**src/rtl/decode_pkg.sv**
```systemverilog
// Shared decode definitions: opcodes, FSM states, instruction field positions
// and the decoded-instruction bundle passed from the field decoder to the top.
package decode_pkg;

    localparam logic [5:0] OP_RTYPE = 6'h00;
    localparam logic [5:0] OP_ADDI  = 6'h08;
    localparam logic [5:0] OP_LW    = 6'h23;
    localparam logic [5:0] OP_SW    = 6'h2B;
    localparam logic [5:0] OP_J     = 6'h02;

    localparam int OPC_LSB   = 26;
    localparam int RS_LSB    = 21;
    localparam int RT_LSB    = 16;
    localparam int RD_LSB    = 11;
    localparam int FUNCT_LSB = 0;
    localparam int IMM_LSB   = 0;

    typedef enum logic [1:0] {
        WAIT  = 2'd0,
        RUN   = 2'd1,
        FLUSH = 2'd2
    } state_t;

    typedef struct packed {
        logic [5:0]  opcode;
        logic [5:0]  funct;
        logic [4:0]  rs;
        logic [4:0]  rt;
        logic [4:0]  rd;
        logic [31:0] imm;
        logic [4:0]  wr_reg;
        logic        reg_wr;
        logic        mem_rd;
        logic        mem_wr;
        logic        illegal;
        logic        use_rs;
        logic        use_rt;
        logic        is_jump;
    } dec_t;

endpackage

```
**src/rtl/instruction_decode_block_ins_field_decoder.sv**
```systemverilog
// Purely combinational instruction cracker: fields, control bits, source-use
// flags and jump/illegal classification for one 32-bit instruction.
module ins_field_decoder
    import decode_pkg::*;
(
    input  logic [31:0] ins,
    output dec_t        dec
);

    always_comb begin
        dec         = '0;
        dec.opcode  = ins[OPC_LSB +: 6];
        dec.funct   = ins[FUNCT_LSB +: 6];
        dec.rs      = ins[RS_LSB +: 5];
        dec.rt      = ins[RT_LSB +: 5];
        dec.rd      = ins[RD_LSB +: 5];
        dec.imm     = {{16{ins[IMM_LSB + 15]}}, ins[IMM_LSB +: 16]};

        case (ins[OPC_LSB +: 6])
            OP_RTYPE: begin
                dec.use_rs = 1'b1;
                dec.use_rt = 1'b1;
                dec.reg_wr = 1'b1;
                dec.wr_reg = ins[RD_LSB +: 5];
            end
            OP_ADDI: begin
                dec.use_rs = 1'b1;
                dec.reg_wr = 1'b1;
                dec.wr_reg = ins[RT_LSB +: 5];
            end
            OP_LW: begin
                dec.use_rs = 1'b1;
                dec.reg_wr = 1'b1;
                dec.mem_rd = 1'b1;
                dec.wr_reg = ins[RT_LSB +: 5];
            end
            OP_SW: begin
                dec.use_rs = 1'b1;
                dec.use_rt = 1'b1;
                dec.mem_wr = 1'b1;
            end
            OP_J:    dec.is_jump = 1'b1;
            default: dec.illegal = 1'b1;
        endcase
    end

endmodule

```
**src/rtl/instruction_decode_block.sv**
```systemverilog
// Decode stage: registers decoded fields and drives jump/stall feedback to fetch.
// Optional perf counters (stall_cnt, flush_cnt) are enabled by DECODE_PERF_CNT_EN.
module instruction_decode_block
    import decode_pkg::*;
#(
    parameter int PC_W = 16
) (
    input  logic            clk,
    input  logic            reset,
`ifdef DECODE_PERF_CNT_EN
    output logic [15:0]     stall_cnt,
    output logic [15:0]     flush_cnt,
`endif
    input  logic [31:0]     ins,
    input  logic [PC_W-1:0] current_address,
    output logic [PC_W-1:0] jmp_loc,
    output logic            pc_mux_sel,
    output logic            stall,
    output logic            stall_pm,
    output logic            d_valid,
    output logic [PC_W-1:0] d_pc,
    output logic [5:0]      d_opcode,
    output logic [5:0]      d_funct,
    output logic [4:0]      d_rs,
    output logic [4:0]      d_rt,
    output logic [4:0]      d_rd,
    output logic [31:0]     d_imm,
    output logic [4:0]      d_wr_reg,
    output logic            d_reg_wr,
    output logic            d_mem_rd,
    output logic            d_mem_wr,
    output logic            d_illegal
);

    dec_t   dec;
    state_t state_q, state_d;
    logic   hazard, in_run;

    logic            d_valid_q, d_valid_d, d_reg_wr_q, d_reg_wr_d;
    logic            d_mem_rd_q, d_mem_rd_d, d_mem_wr_q, d_mem_wr_d;
    logic            d_illegal_q, d_illegal_d;
    logic [PC_W-1:0] d_pc_q, d_pc_d;
    logic [5:0]      d_opcode_q, d_opcode_d, d_funct_q, d_funct_d;
    logic [4:0]      d_rs_q, d_rs_d, d_rt_q, d_rt_d, d_rd_q, d_rd_d;
    logic [4:0]      d_wr_reg_q, d_wr_reg_d;
    logic [31:0]     d_imm_q, d_imm_d;

    ins_field_decoder u_dec (
        .ins (ins),
        .dec (dec)
    );

    // Fetch feedback is only meaningful in RUN and is forced low while in reset.
    assign in_run = (state_q == RUN) && !reset;
    assign hazard = in_run && d_valid_q && d_mem_rd_q && (d_wr_reg_q != 5'd0) &&
                    ((dec.use_rs && (dec.rs == d_wr_reg_q)) ||
                     (dec.use_rt && (dec.rt == d_wr_reg_q)));

    assign jmp_loc    = ins[PC_W-1:0];
    assign pc_mux_sel = in_run && dec.is_jump;
    assign stall      = hazard;
    assign stall_pm   = hazard;

    always_comb begin
        state_d     = state_q;
        d_valid_d   = 1'b0;
        d_reg_wr_d  = 1'b0;
        d_mem_rd_d  = 1'b0;
        d_mem_wr_d  = 1'b0;
        d_illegal_d = 1'b0;
        d_pc_d      = current_address;
        d_opcode_d  = dec.opcode;
        d_funct_d   = dec.funct;
        d_rs_d      = dec.rs;
        d_rt_d      = dec.rt;
        d_rd_d      = dec.rd;
        d_imm_d     = dec.imm;
        d_wr_reg_d  = dec.wr_reg;

        case (state_q)
            RUN: begin
                if (!hazard) begin
                    d_valid_d   = 1'b1;
                    d_reg_wr_d  = dec.reg_wr;
                    d_mem_rd_d  = dec.mem_rd;
                    d_mem_wr_d  = dec.mem_wr;
                    d_illegal_d = dec.illegal;
                end
                if (dec.is_jump) state_d = FLUSH;
            end
            default: state_d = RUN;
        endcase
    end

    always_ff @(posedge clk) begin
        if (reset) begin
            state_q     <= WAIT;
            d_valid_q   <= 1'b0;
            d_reg_wr_q  <= 1'b0;
            d_mem_rd_q  <= 1'b0;
            d_mem_wr_q  <= 1'b0;
            d_illegal_q <= 1'b0;
            d_pc_q      <= '0;
            d_opcode_q  <= '0;
            d_funct_q   <= '0;
            d_rs_q      <= '0;
            d_rt_q      <= '0;
            d_rd_q      <= '0;
            d_imm_q     <= '0;
            d_wr_reg_q  <= '0;
        end else begin
            state_q     <= state_d;
            d_valid_q   <= d_valid_d;
            d_reg_wr_q  <= d_reg_wr_d;
            d_mem_rd_q  <= d_mem_rd_d;
            d_mem_wr_q  <= d_mem_wr_d;
            d_illegal_q <= d_illegal_d;
            d_pc_q      <= d_pc_d;
            d_opcode_q  <= d_opcode_d;
            d_funct_q   <= d_funct_d;
            d_rs_q      <= d_rs_d;
            d_rt_q      <= d_rt_d;
            d_rd_q      <= d_rd_d;
            d_imm_q     <= d_imm_d;
            d_wr_reg_q  <= d_wr_reg_d;
        end
    end

    assign d_valid   = d_valid_q;
    assign d_reg_wr  = d_reg_wr_q;
    assign d_mem_rd  = d_mem_rd_q;
    assign d_mem_wr  = d_mem_wr_q;
    assign d_illegal = d_illegal_q;
    assign d_pc      = d_pc_q;
    assign d_opcode  = d_opcode_q;
    assign d_funct   = d_funct_q;
    assign d_rs      = d_rs_q;
    assign d_rt      = d_rt_q;
    assign d_rd      = d_rd_q;
    assign d_imm     = d_imm_q;
    assign d_wr_reg  = d_wr_reg_q;

`ifdef DECODE_PERF_CNT_EN
    logic [15:0] stall_cnt_q, stall_cnt_d, flush_cnt_q, flush_cnt_d;

    // Saturating event counters.
    always_comb begin
        stall_cnt_d = stall_cnt_q;
        flush_cnt_d = flush_cnt_q;
        if (stall && (stall_cnt_q != 16'hFFFF))
            stall_cnt_d = stall_cnt_q + 16'd1;
        if ((state_q == FLUSH) && (flush_cnt_q != 16'hFFFF))
            flush_cnt_d = flush_cnt_q + 16'd1;
    end

    always_ff @(posedge clk) begin
        if (reset) begin
            stall_cnt_q <= '0;
            flush_cnt_q <= '0;
        end else begin
            stall_cnt_q <= stall_cnt_d;
            flush_cnt_q <= flush_cnt_d;
        end
    end

    assign stall_cnt = stall_cnt_q;
    assign flush_cnt = flush_cnt_q;
`endif

endmodule

```
**config.mk**
```make
export PLATFORM = sky130hd
export DESIGN_NAME = instruction_decode_block
export DESIGN_NICKNAME = d
export VERILOG_FILES = /design/src/rtl/decode_pkg.sv /design/src/rtl/instruction_decode_block_ins_field_decoder.sv /design/src/rtl/instruction_decode_block.sv
export SDC_FILE = /design/constraint.sdc
export NUM_CORES = 1
export LEC_CHECK = 0
export CAP_MARGIN = 20
export CELL_PAD_IN_SITES_DETAIL_PLACEMENT = 1
export CELL_PAD_IN_SITES_GLOBAL_PLACEMENT = 1
export CORE_MARGIN = 5
export CORE_UTILIZATION = 30
export CTS_CLUSTER_SIZE = 20
export DETAILED_ROUTE_END_ITERATION = 10
export GPL_TIMING_DRIVEN = 0
export PLACE_DENSITY = 0.75
export SLEW_MARGIN = 20
export SYNTH_ARGS = -nofsm -noshare
export SYNTH_HDL_FRONTEND = slang
export SYNTH_HIERARCHICAL = 1
export SYNTH_SLANG_ARGS = --single-unit
```
**constraint.sdc**
```tcl
create_clock -name clk -period 3.25 [get_ports clk]
set_input_delay 0.4875 -clock clk [delete_from_list [all_inputs] [get_ports clk]]
set_output_delay 0.4875 -clock clk [all_outputs]
set_load 0.01 [all_outputs]
```
Word level (Yosys, flattened, before mapping). Index checks and enable logic that the tools add are counted.

Register bits after elaboration: 71. Output and inout port bits: 104.

Equal/unequal tests: 8. Muxes and demuxes: 10. Bitwise operators: 1. Reductions and logical operators: 18.

Operators with widths (number): $eq A6 B6 Y1 const B (2); $pmux W6 S2 (1); $eq A5 B5 Y1 (2); $mux W1 (9); $logic_and A1 B1 Y1 (8); $eq A6 B2 Y1 const B (1); $eq A6 B4 Y1 const B (1); $logic_not A6 Y1 (1); $reduce_or A2 Y1 (3); $reduce_bool A5 Y1 (1); $reduce_or A5 Y1 (1); $reduce_or A4 Y1 (1); $reduce_or A3 Y1 (1); $eq A2 B1 Y1 const B (1); $ne A2 B2 Y1 const B (1); $logic_not A1 Y1 (1); $logic_or A1 B1 Y1 (1); $not A1 Y1 (1).

Logic depth before layout (Yosys ltp). Gate-level depths: netlist (run 1).

Word-level depth: 7. Gate-level depth with buffers: 7. Gate-level depth less buffers: 6.

By module. The synthesis (run 1) kept the hierarchy.

Modules (own cells, without submodules): instruction_decode_block (times used 1, cells an instance 227, area each 2655.0 um2, seq. area each 1741.7 um2); ins_field_decoder (times used 1, cells an instance 80, area each 614.3 um2, seq. area each 0.0 um2).

Worst setup path after synthesis (run 1). Ideal clock, no wire load.

Kind: input to output. Start point: input port ins[27]. End point: output port stall_pm. Data arrival time: 2.000 ns. Slack: 0.762 ns. Stages on the path: 7. Path through: or4b_1 a21boi_2 or3b_1 nand2_1 o22ai_2 and2_1 buf_4.

RTL lines: from (decl) (RTL line instruction_decode_block.sv:14) `input logic [31:0] ins,`; to (decl) (RTL line instruction_decode_block.sv:19) `output logic stall_pm,`.

==> summary.md, run 1 <==
| Metric | Value |
|---|---|
| Non-Filler Instances | ~600 |
| I/O Buffers | about 140 |
| I/O pin count | between 150 and 200 |
| Ys Warns | 6 |
| Commonest non-fill, non-tap cell in the layout | clkdlybuf4s50_1 |
| Tmin final | between 3 and 4 ns |
| DP Wirelength | between 6000 and 7000 microns |
| Num CTS Buffers | 9 |
| EDFF count, synth | 0 |
| Mapped Nets | 357 |
| Clock root buffer | clkbuf_8 |
| Cell Pwr Density | between 400 and 500 nW/um^2 |
| Fin worst setup slack | approximately 0.24 ns |
| Post-Synth Simple-Gate Area | between 20% and 30% |
| DRT iter0 DRCs | 66 |
| WS Path Type | in -> out |
| Status | finished, final reports clean |
| Largest family of logic cells by synthesized area | simple AND/OR/NAND/NOR gates |
| Critical Path Sink Type | output port |
| Layout area overhead | 55.7% |
| Sequential fraction of the synthesis area | 53.3% |
| Max-slew headroom | a little over half |
| First-pass GRT wire length | about 13,000 microns |
| Synthesized instance count | approximately 300 |
| Setup TNS | 0 ns |
| Most common flop cell mapped by yosys | dfxtp_1 |
| Distinct cells, synth | 35 |
| Starting Density | 30.4% |
| Antenna cells | 0 |
| Chip width | between 100 and 150 microns |
| Slew @ Worst Pin | 0.715 ns |
| CTS tree | done |
| DRC violations left | 0 |
| Critical Path Fanout Max | 7 |
| Final Cycle Share | 92.6% |
| Mux contribution to synthesized area | 0% |
| Post-Synth XOR/XNOR Area | under 10% |
| Synth Area in Compound Gates | roughly 3.8% |
| Max-slew violations | 0 |
| Grt ovf | 0 |
| Fmax | 332 MHz |
| Chip Height | roughly 110 microns |
| Asr flop ratio synth | 0% |
| Worst VDD drop | 219 uV |
| Seq cells post-synth | 87 |
| Core ar. | 10,700 sq um |
| Total of max-cap violations | 0 |
| Total Nets Final | just over 500 |
| Synth Area in Adders | 0% |
| H-Tree Depth | 3 |
| Hold Path Class | in -> reg |
| RSZ-0062 raised after global routing | false |
| Most frequent cells in the layout | 129 x clkdlybuf4s50_1, 87 x dfxtp_1, 80 x nor2b_1, 80 x buf_4 |
| Avg WL per Cell | about 14 microns |
| Mapped Area | roughly 3300 sq um |
| GRT Total Usage | ~13% |
| Dpl cells | approximately 580 |
| Drt via density | just over 4 |
| Final ANT Viol Nets | 0 |
| Sink Count | 87 |
| # setup viols final | 0 |
| Leak | 0.00208 uW |
| FP Rows | 38 |
| Number of global-route vias before repair | 2,595 |
| Largest buffer count on any clock path | 2 |
| Die ar. | between 10,000 and 15,000 sq um |
| Number of flip-flops in the largest register | 32 |
| Antenna violations before repair | 0 |
| Clk pin slew, worst setup/hold paths | about 0.090 ns |
| Synthesized area per cell | between 10 and 15 sq um |
| Drt total wl | roughly 8600 microns |
| Worst setup SP type | input pin |
| Worst Path Required | 2.76 ns |
| Share of post-route cells with drive strength above 1 | between 20% and 30% |
| Final hold vios | 0 |
| Final GP Congestion | slightly above 0.7 |
| Clock insertion delay at the later pin of the skew report | between 0.3 and 0.4 ns |
| TritonRoute pass-1 iters | 3 |
| Final hold slack | 0.340 ns |
| Largest net degree at the start of global routing | 21 |
| Pre-CTS setup slack | -0.630 ns |
| Total number of vias | around 2,400 |
| Final clock skew | between 0.007 and 0.008 ns |
| Worst EP arrival | about 2.5 ns |
[what timing repair did]
action,in CTS,in global routing
resized for setup,10,2
hold buffers,0,0
buffers inserted,4,0
setup endpoints to repair,2,1
pin swaps,4,1
[cell usage after synthesis (2+ instances only)]
library cell / instances / area (sq um)
nand2_1: 6 / 22.5
buf_4: 76 / 571
and4bb_2: 2 / 25.0
clkbuf_1: 8 / 30.0
a21oi_1: 4 / 20.0
xnor2_1: 10 / 87.6
inv_1: 2 / 7.51
nor2_1: 2 / 7.51
nand4_1: 2 / 12.5
a22o_1: 5 / 43.8
nor2b_1: 80 / 500
dfxtp_1: 87 / 1740
[where the power goes]
group          switching, uW  total (uW)  internal (uW)
logic                    126         352            226
registers               14.6        1130           1120
clock network            396         854            458
[path summary, 6_finish.rpt]
| kind | from | to | slack (ns) | cells past startpoint |
|---|---|---|---|---|
| worst min register to register | state_q[0]$_SDFFE_PP0P_ | state_q[0]$_SDFFE_PP0P_ | 0.51 | 1 |
| worst max-delay path | ins[27] | stall_pm | 0.24 | 9 |
| worst min-delay path | ins[0] | d_imm[0]$_SDFF_PP0_ | 0.34 | 2 |
| worst max register to register | state_q[0]$_SDFFE_PP0P_ | d_valid$_SDFF_PP0_ | 1.97 | 4 |
[per-stage QoR]
stage               power, uW  utilization (%)  area [sq um]
finish                   2340             47.4          5090
CTS                      2380             47.3          5080
detailed placement       1520             44.8          4820
global placement         1510             44.8          4820
global route             2450             47.4          5090
floorplan                1320                -          3270
[critical path, cell delays in order]
cell           delay, ns
dlygate4sd2_1       0.34
or4b_4              0.59
a21boi_4            0.19
or3b_1              0.13
nand2_1             0.08
o22ai_4             0.19
and2_4              0.18
buf_4               0.09
dlygate4sd2_1       0.25
[per-layer routing]
metal | track usage [%] | share of wire [%] | vias to the layer above
met3 | 6.03 | 10 | 9
met1 | 15.1 | 41 | 1135
met2 | 22.3 | 48 | 95
met4 | 4.91 | 1.7 | 0
li1 | - | - | 1193
met5 | 0 | 0 | -
[logic make-up after synthesis]
logic type             count (synthesis)
AO/OA/AOI/OAI                         16
buffers and inverters                 87
AND/OR/NAND/NOR                      107
flip-flops                            87
XOR/XNOR                              10
[final cells by class]
class,count,area (sq um)
Fill cell,1209,5650
Clock inverter,6,92.6
Multi-Input combinational cell,133,936
Clock buffer,10,138
Sequential cell,87,1740
Inverter,2,7.51
Buffer,85,606
Tap cell,140,175
Timing Repair Buffer,141,1400
(Power assumes the default switching activity.)
==> inputs of run 2 (changes only) <==
--- a/config.mk
+++ b/config.mk
@@ -12,8 +12,9 @@
 export CORE_UTILIZATION = 30
 export CTS_CLUSTER_SIZE = 20
 export DETAILED_ROUTE_END_ITERATION = 10
+export GPL_ROUTABILITY_DRIVEN = 0
 export GPL_TIMING_DRIVEN = 0
-export PLACE_DENSITY = 0.75
+export PLACE_DENSITY = 0.87
 export SLEW_MARGIN = 20
 export SYNTH_ARGS = -nofsm -noshare
 export SYNTH_HDL_FRONTEND = slang
==> run 2 against run 1 <==
Compared with the run above:
- flip-flop and latch count did not move
- cell count fell by 0.17%
- setup slack got worse by 0.091 ns
- highest routed layer unchanged
- maximum frequency fell by 2.9%
- final area fell by 0.47%
==> summary.md, run 2 (same netlist as run 1, synthesis figures left out) <==
| Metric | Value |
|---|---|
| Worst R2R Setup Slack | 1.92 ns (was 1.97 ns) |
| Largest net degree at the start of global routing | 21 (unchanged) |
| Final clock skew | 0.00494 ns (was 0.00783 ns) |
| Chip Height | 114 microns (unchanged) |
| Clock root buffer | clkbuf_8 (unchanged) |
| DRC violations left | 0 (unchanged) |
| H-Tree Depth | 3 (unchanged) |
| Critical R2R Capture | d_valid$_SDFF_PP0_ (unchanged) |
| Final hold slack | 0.342 ns (was 0.340 ns) |
| Worst EP arrival | 2.61 ns (was 2.52 ns) |
| FP Rows | 38 (unchanged) |
| Total number of vias | 2,444 (was 2,432) |
| Max-slew headroom | 52.7% (was 52.2%) |
| Critical Path Fanout Max | 3 (was 7) |
| Final hold vios | 0 (unchanged) |
| Dpl cells | 584 (unchanged) |
| Fmax | 323 MHz (was 332 MHz) |
| WS Path Type | in -> out (unchanged) |
| Cell Pwr Density | 457 nW/um^2 (was 459 nW/um^2) |
| Setup TNS | 0 ns (unchanged) |
| Leak | 0.00206 uW (was 0.00208 uW) |
| Hold EP | d_imm[3]$_SDFF_PP0_ (was d_imm[0]$_SDFF_PP0_) |
| I/O pin count | 154 (unchanged) |
| Worst hold path cell count | 2 (unchanged) |
| Antenna violations before repair | 0 (unchanged) |
| Critical-path cell list | clkdlybuf4s50_1 > or4_4 > nor3_4 > or3b_1 > nand2_1 > o22ai_4 > and2_4 > buf_4 > dlygate4sd2_1 (was dlygate4sd2_1 > or4b_4 > a21boi_4 > or3b_1 > nand2_1 > o22ai_4 > and2_4 > buf_4 > dlygate4sd2_1) |
| Final Cycle Share | 95.4% (was 92.6%) |
| I/O Buffers | 137 (unchanged) |
| Worst R2R Path Depth | 5 (was 4) |
| Min-delay src | ins[3] (was ins[0]) |
| Starting Density | 30.4% (unchanged) |
| Clock insertion delay at the later pin of the skew report | 0.35 ns (about the same) |
| CP max stage delay | 0.52 ns (was 0.59 ns) |
| First-pass GRT wire length | 13,800 microns (was 13,500 microns) |
| Max-slew violations | 0 (unchanged) |
| Critical-path cell with the highest stage delay | or4_4 (was or4b_4) |
| Status | finished, final reports clean (unchanged) |
| Die ar. | 13,100 sq um (unchanged) |
| # setup viols final | 0 (unchanged) |
| Drt total wl | 8910 microns (was 8600 microns) |
| Grt ovf | 0 (unchanged) |
| Tmin final | 3.10 ns (was 3.01 ns) |
| R2R Path Start | d_wr_reg[4]$_SDFF_PP0_ (was state_q[0]$_SDFFE_PP0P_) |
| Slew @ Worst Pin | 0.707 ns (was 0.715 ns) |
| Core ar. | 10,700 sq um (unchanged) |
| Chip width | 114 microns (unchanged) |
| RSZ-0062 raised after global routing | false (unchanged) |
| Pre-CTS setup slack | -0.620 ns (was -0.630 ns) |
| DP Wirelength | 7120 microns (was 6740 microns) |
| Hold Path Class | in -> reg (unchanged) |
| Worst setup SP type | input pin (unchanged) |
| Commonest non-fill, non-tap cell in the layout | clkdlybuf4s50_1 (unchanged) |
| Design area | 5070 sq um (was 5090 sq um) |
| Post-Place Cell Area | 4820 sq um (unchanged) |
| Total Nets Final | 508 (was 509) |
| Worst VDD drop | 174 uV (was 219 uV) |
| Layout area overhead | 55.0% (was 55.7%) |
| DRT iter0 DRCs | 48 (was 66) |
| CTS tree | done (unchanged) |
| Share of post-route cells with drive strength above 1 | 23.3% (was 23.7%) |
| Final ANT Viol Nets | 0 (unchanged) |
| Largest buffer count on any clock path | 2 (unchanged) |
| Num CTS Buffers | 9 (unchanged) |
| Hold-fix buffers, CTS | 0 (unchanged) |
| GRT Total Usage | 13.6% (was 13.4%) |
| TritonRoute pass-1 iters | 3 (unchanged) |
| Fin worst setup slack | 0.150 ns (was 0.240 ns) |
| Non-Filler Instances | 603 (was 604) |
| Worst Path Required | 2.76 ns (about the same) |
| Number of flip-flops in the largest register | 32 (unchanged) |
| Critical Path Sink Type | output port (unchanged) |
| Most frequent cells in the layout | 130 x clkdlybuf4s50_1, 87 x dfxtp_1, 80 x nor2b_1 (was 129 x clkdlybuf4s50_1, 87 x dfxtp_1, 80 x nor2b_1, 80 x buf_4) |
| Total of max-cap violations | 0 (unchanged) |
| Drt via density | 4.05 (was 4.03) |
| Avg WL per Cell | 14.8 microns (was 14.2 microns) |
| Number of global-route vias before repair | 2,735 (was 2,595) |
| Antenna cells | 0 (unchanged) |
| Sink Count | 87 (unchanged) |
| Clk pin slew, worst setup/hold paths | 0.09 ns (about the same) |
## run 2: cell types whose count changed in the layout (fill, tap and decap cells not counted), sizes merged
cell and change:
clkbuf -1, clkdlybuf4s50 +1, buf -1, dlymetal6s2s -1
clkinvlp +1
## run 2: area by class of cell
cell class              instances  area [sq um]
multi-input cells             133           932
well taps                     140           175
clock buffers                   9           124
flip-flops and latches         87          1740
clock inverters                 7          96.3
repair buffers                140          1390
fillers                      1220          5680
plain buffers                  85           606
inverters                       2          7.51
## run 2: routing by layer
metal	up-vias	GRT usage, %	part of all wire, %
li1	1191	-	-
met5	-	0	0
met4	0	6.49	2.3
met3	17	4.92	9.3
met2	101	23.9	51
met1	1135	14.5	37
## run 2: metrics by stage
step / utilization [%] / total power, uW
2_1_floorplan: - / 1320
4_1_cts: 47.2 / 2360
3_5_place_dp: 44.8 / 1520
6_report: 47.2 / 2320
5_1_grt: 47.2 / 2440
3_3_place_gp: 44.8 / 1510
## run 2: worst max-delay path, delay by kind of cell
kind            cells  cell delay, ns
simple gates        5            1.14
buf+inv             3            0.80
compound gates      1            0.19
## run 2: worst max path at each step
stage | from | endpoint | slack, ns
after floorplan | ins[27] | stall_pm | 0.76
after global routing | ins[28] | stall_pm | 0.04
after detailed placement | ins[27] | stall_pm | -0.62
after CTS | ins[28] | stall_pm | 0.11
after global placement | ins[27] | stall_pm | -0.58
final | ins[28] | stall_pm | 0.15
## run 2: power by group
part | internal [uW] | switching [uW]
sequential | 1120 | 15.5
combinational | 226 | 126
clock | 434 | 398
## run 2: timing repair
action	4_1_cts	5_1_grt
setup buffers	3	0
setup endpoints to repair	2	0
gates resized for setup	10	0
==> RTL change (flow settings as in run 2) <==
Encoding of `state_t`: now one-hot (3 bits for 3 states).
--- a/src/rtl/decode_pkg.sv
+++ b/src/rtl/decode_pkg.sv
@@ -15,10 +15,10 @@
     localparam int FUNCT_LSB = 0;
     localparam int IMM_LSB   = 0;
 
-    typedef enum logic [1:0] {
-        WAIT  = 2'd0,
-        RUN   = 2'd1,
-        FLUSH = 2'd2
+    typedef enum logic [2:0] {
+        WAIT  = 3'b001,
+        RUN   = 3'b010,
+        FLUSH = 3'b100
     } state_t;
 
     typedef struct packed {
Formal check against the unedited RTL: no difference found for any inputs over 10 cycles, from zero or initial values and one cycle with reset high; not proved beyond that.
==> RTL change against run 2 <==
- area after synthesis fell by 0.27%
- count of clock-buffer cells in the layout up 3
- critical endpoint unchanged
- setup slack got worse by 55 ps
- non-clock buffer count rose by 2
- die area down 0.24%
- cell area rose by 0.79%
- critical path type unchanged
- sequential cell count is 1 higher
- wire length fell by 2.6%
- via count is 0.16% higher
- total power grew 5.1%
==> RTL change: results (changes against run 2) <==
[power]
power_density_mw_per_mm2 = 477  ; +4.3%
ir_drop_mv = 0.238  ; +36%
p_clk_share_pct = 38.6  ; +2.7 points
internal-power_uw = 1910  ; +7.5%
p_seq_uw = 1140
p_leak_uw = 0.00210  ; +2.1%

[global_route]
grt_max_degree = 21  ; unchanged
met1_usage_pct = 13.3  ; -1.2 points
grt_util_met2_pct = 23.5  ; -0.41 points
grt_pass1_wl_um = 13600  ; -1.7%
grt_pass1_vias = 2690  ; -1.6%
grt.total_usage_pct = 13.4  ; -0.23 points
antenna_found_initial = 0  ; unchanged
use_met3_pct = 7.66  ; +2.7 points

[layout]
buffers = 227  ; +0.89%
drive_above_1_share_pct = 22.3  ; -1.0 points
nNetsFinal = 511  ; +0.59%
regArea_mm2 = 0.00176  ; +1.1%
inv_count = 1  ; -1
multi_input_gates = 134  ; +0.75%
clkbuf_count = 12  ; +3
final-clk-cell-share_pct = 4.97  ; +0.63 points
buf_share_pct = 39.2  ; -0.087 points
multi_input_area_share_pct = 17.8  ; -0.56 points
antennaDiodeCount = 0  ; unchanged
fill_cells = 1224  ; +0.33%

[sta]
fmax_mhz = 317  ; -1.7%
setup_violations = 0  ; unchanged
holdWs_ps = 345  ; +3.53 ps
clock_skew_ps = 13.3  ; +8.33 ps
max_slew_margin_pct = 53.8  ; +1.1 points

[clocking]
cts.repair.resized = 10  ; unchanged
htreeDepth = 3  ; unchanged
cts_buffers = 9  ; unchanged

[drt]
wire_per_inst_um = 14.3  ; -3.1%
first_iter_violations = 41  ; -15%
drt_pass1_iterations = 4  ; +1
viasPerCell = 4.04  ; -0.33%

[critical_path]
rr_startpoint = d_wr_reg[1]
crit_family = simple AND/OR/NAND/NOR gates
cp.arrival_ps = 2670  ; +60 ps
crit_path_start = ins[30]
crit_fanout = 5  ; +2
worst_path_largest_cell_delay_ps = 550  ; +30 ps
reg2reg_depth = 3  ; -2
rrSetupSlack_ps = 1750  ; -170 ps
timing.rr.end = d_mem_rd

[min_path]
holdPathEnd = d_imm[5]
holdPathStages = 2  ; unchanged
hold_path.startpoint = ins[5]

[yosys]
netlist_top_cells_area = dfxtp_1 54%, buf_4 17%, nor2b_1 15%
synth_commonest_cells = 88 x dfxtp_1, 80 x nor2b_1, 76 x buf_4
yosysUniqueCellTypes = 31  ; -11%
synth_seq_cells = 88  ; +1.1%
yosysSeqAreaShare_pct = 54.0  ; +0.76 points
synthesis.nets = 359  ; +0.56%

[placement]
dp_slack_ps = -666  ; -46.7 ps
dp.final_hpwl_um = 6860  ; -3.7%

[run_status]
status = complete, no violations

-- RTL change: through the flow --
| stage | setup TNS, ps | cells | cell area (µm²) |
|---|---|---|---|
| floorplan | 0 | 309 | 3260 |
| global placement | -1150 | 586 | 4810 |
| detailed placement | -1240 | 586 | 4810 |
| CTS | 0 | 605 | 5100 |
| global route | -14.9 | 606 | 5110 |
| finish | 0 | 606 | 5110 |
-- RTL change: kinds of logic (layout without fill, tap and decap cells) --
group | count (synthesis) | after routing | share of synthesized area, %
xor gates and xnor gates | 10 | 10 | 2.69
AOI/OAI and AO/OA | 16 | 16 | 3.65
and+or+nand+nor | 108 | 108 | 20.9
buffers and inverters | 87 | 244 | 18.8
DFF | 88 | 88 | 54.0
-- RTL change: per-layer routing --
layer | wire length, µm | vias up | part of all wire [%]
met5 | 0 | - | 0
met4 | 177 | 0 | 2.0
met3 | 1060 | 15 | 12
met2 | 4280 | 114 | 49
met1 | 3170 | 1126 | 36
li1 | - | 1193 | -
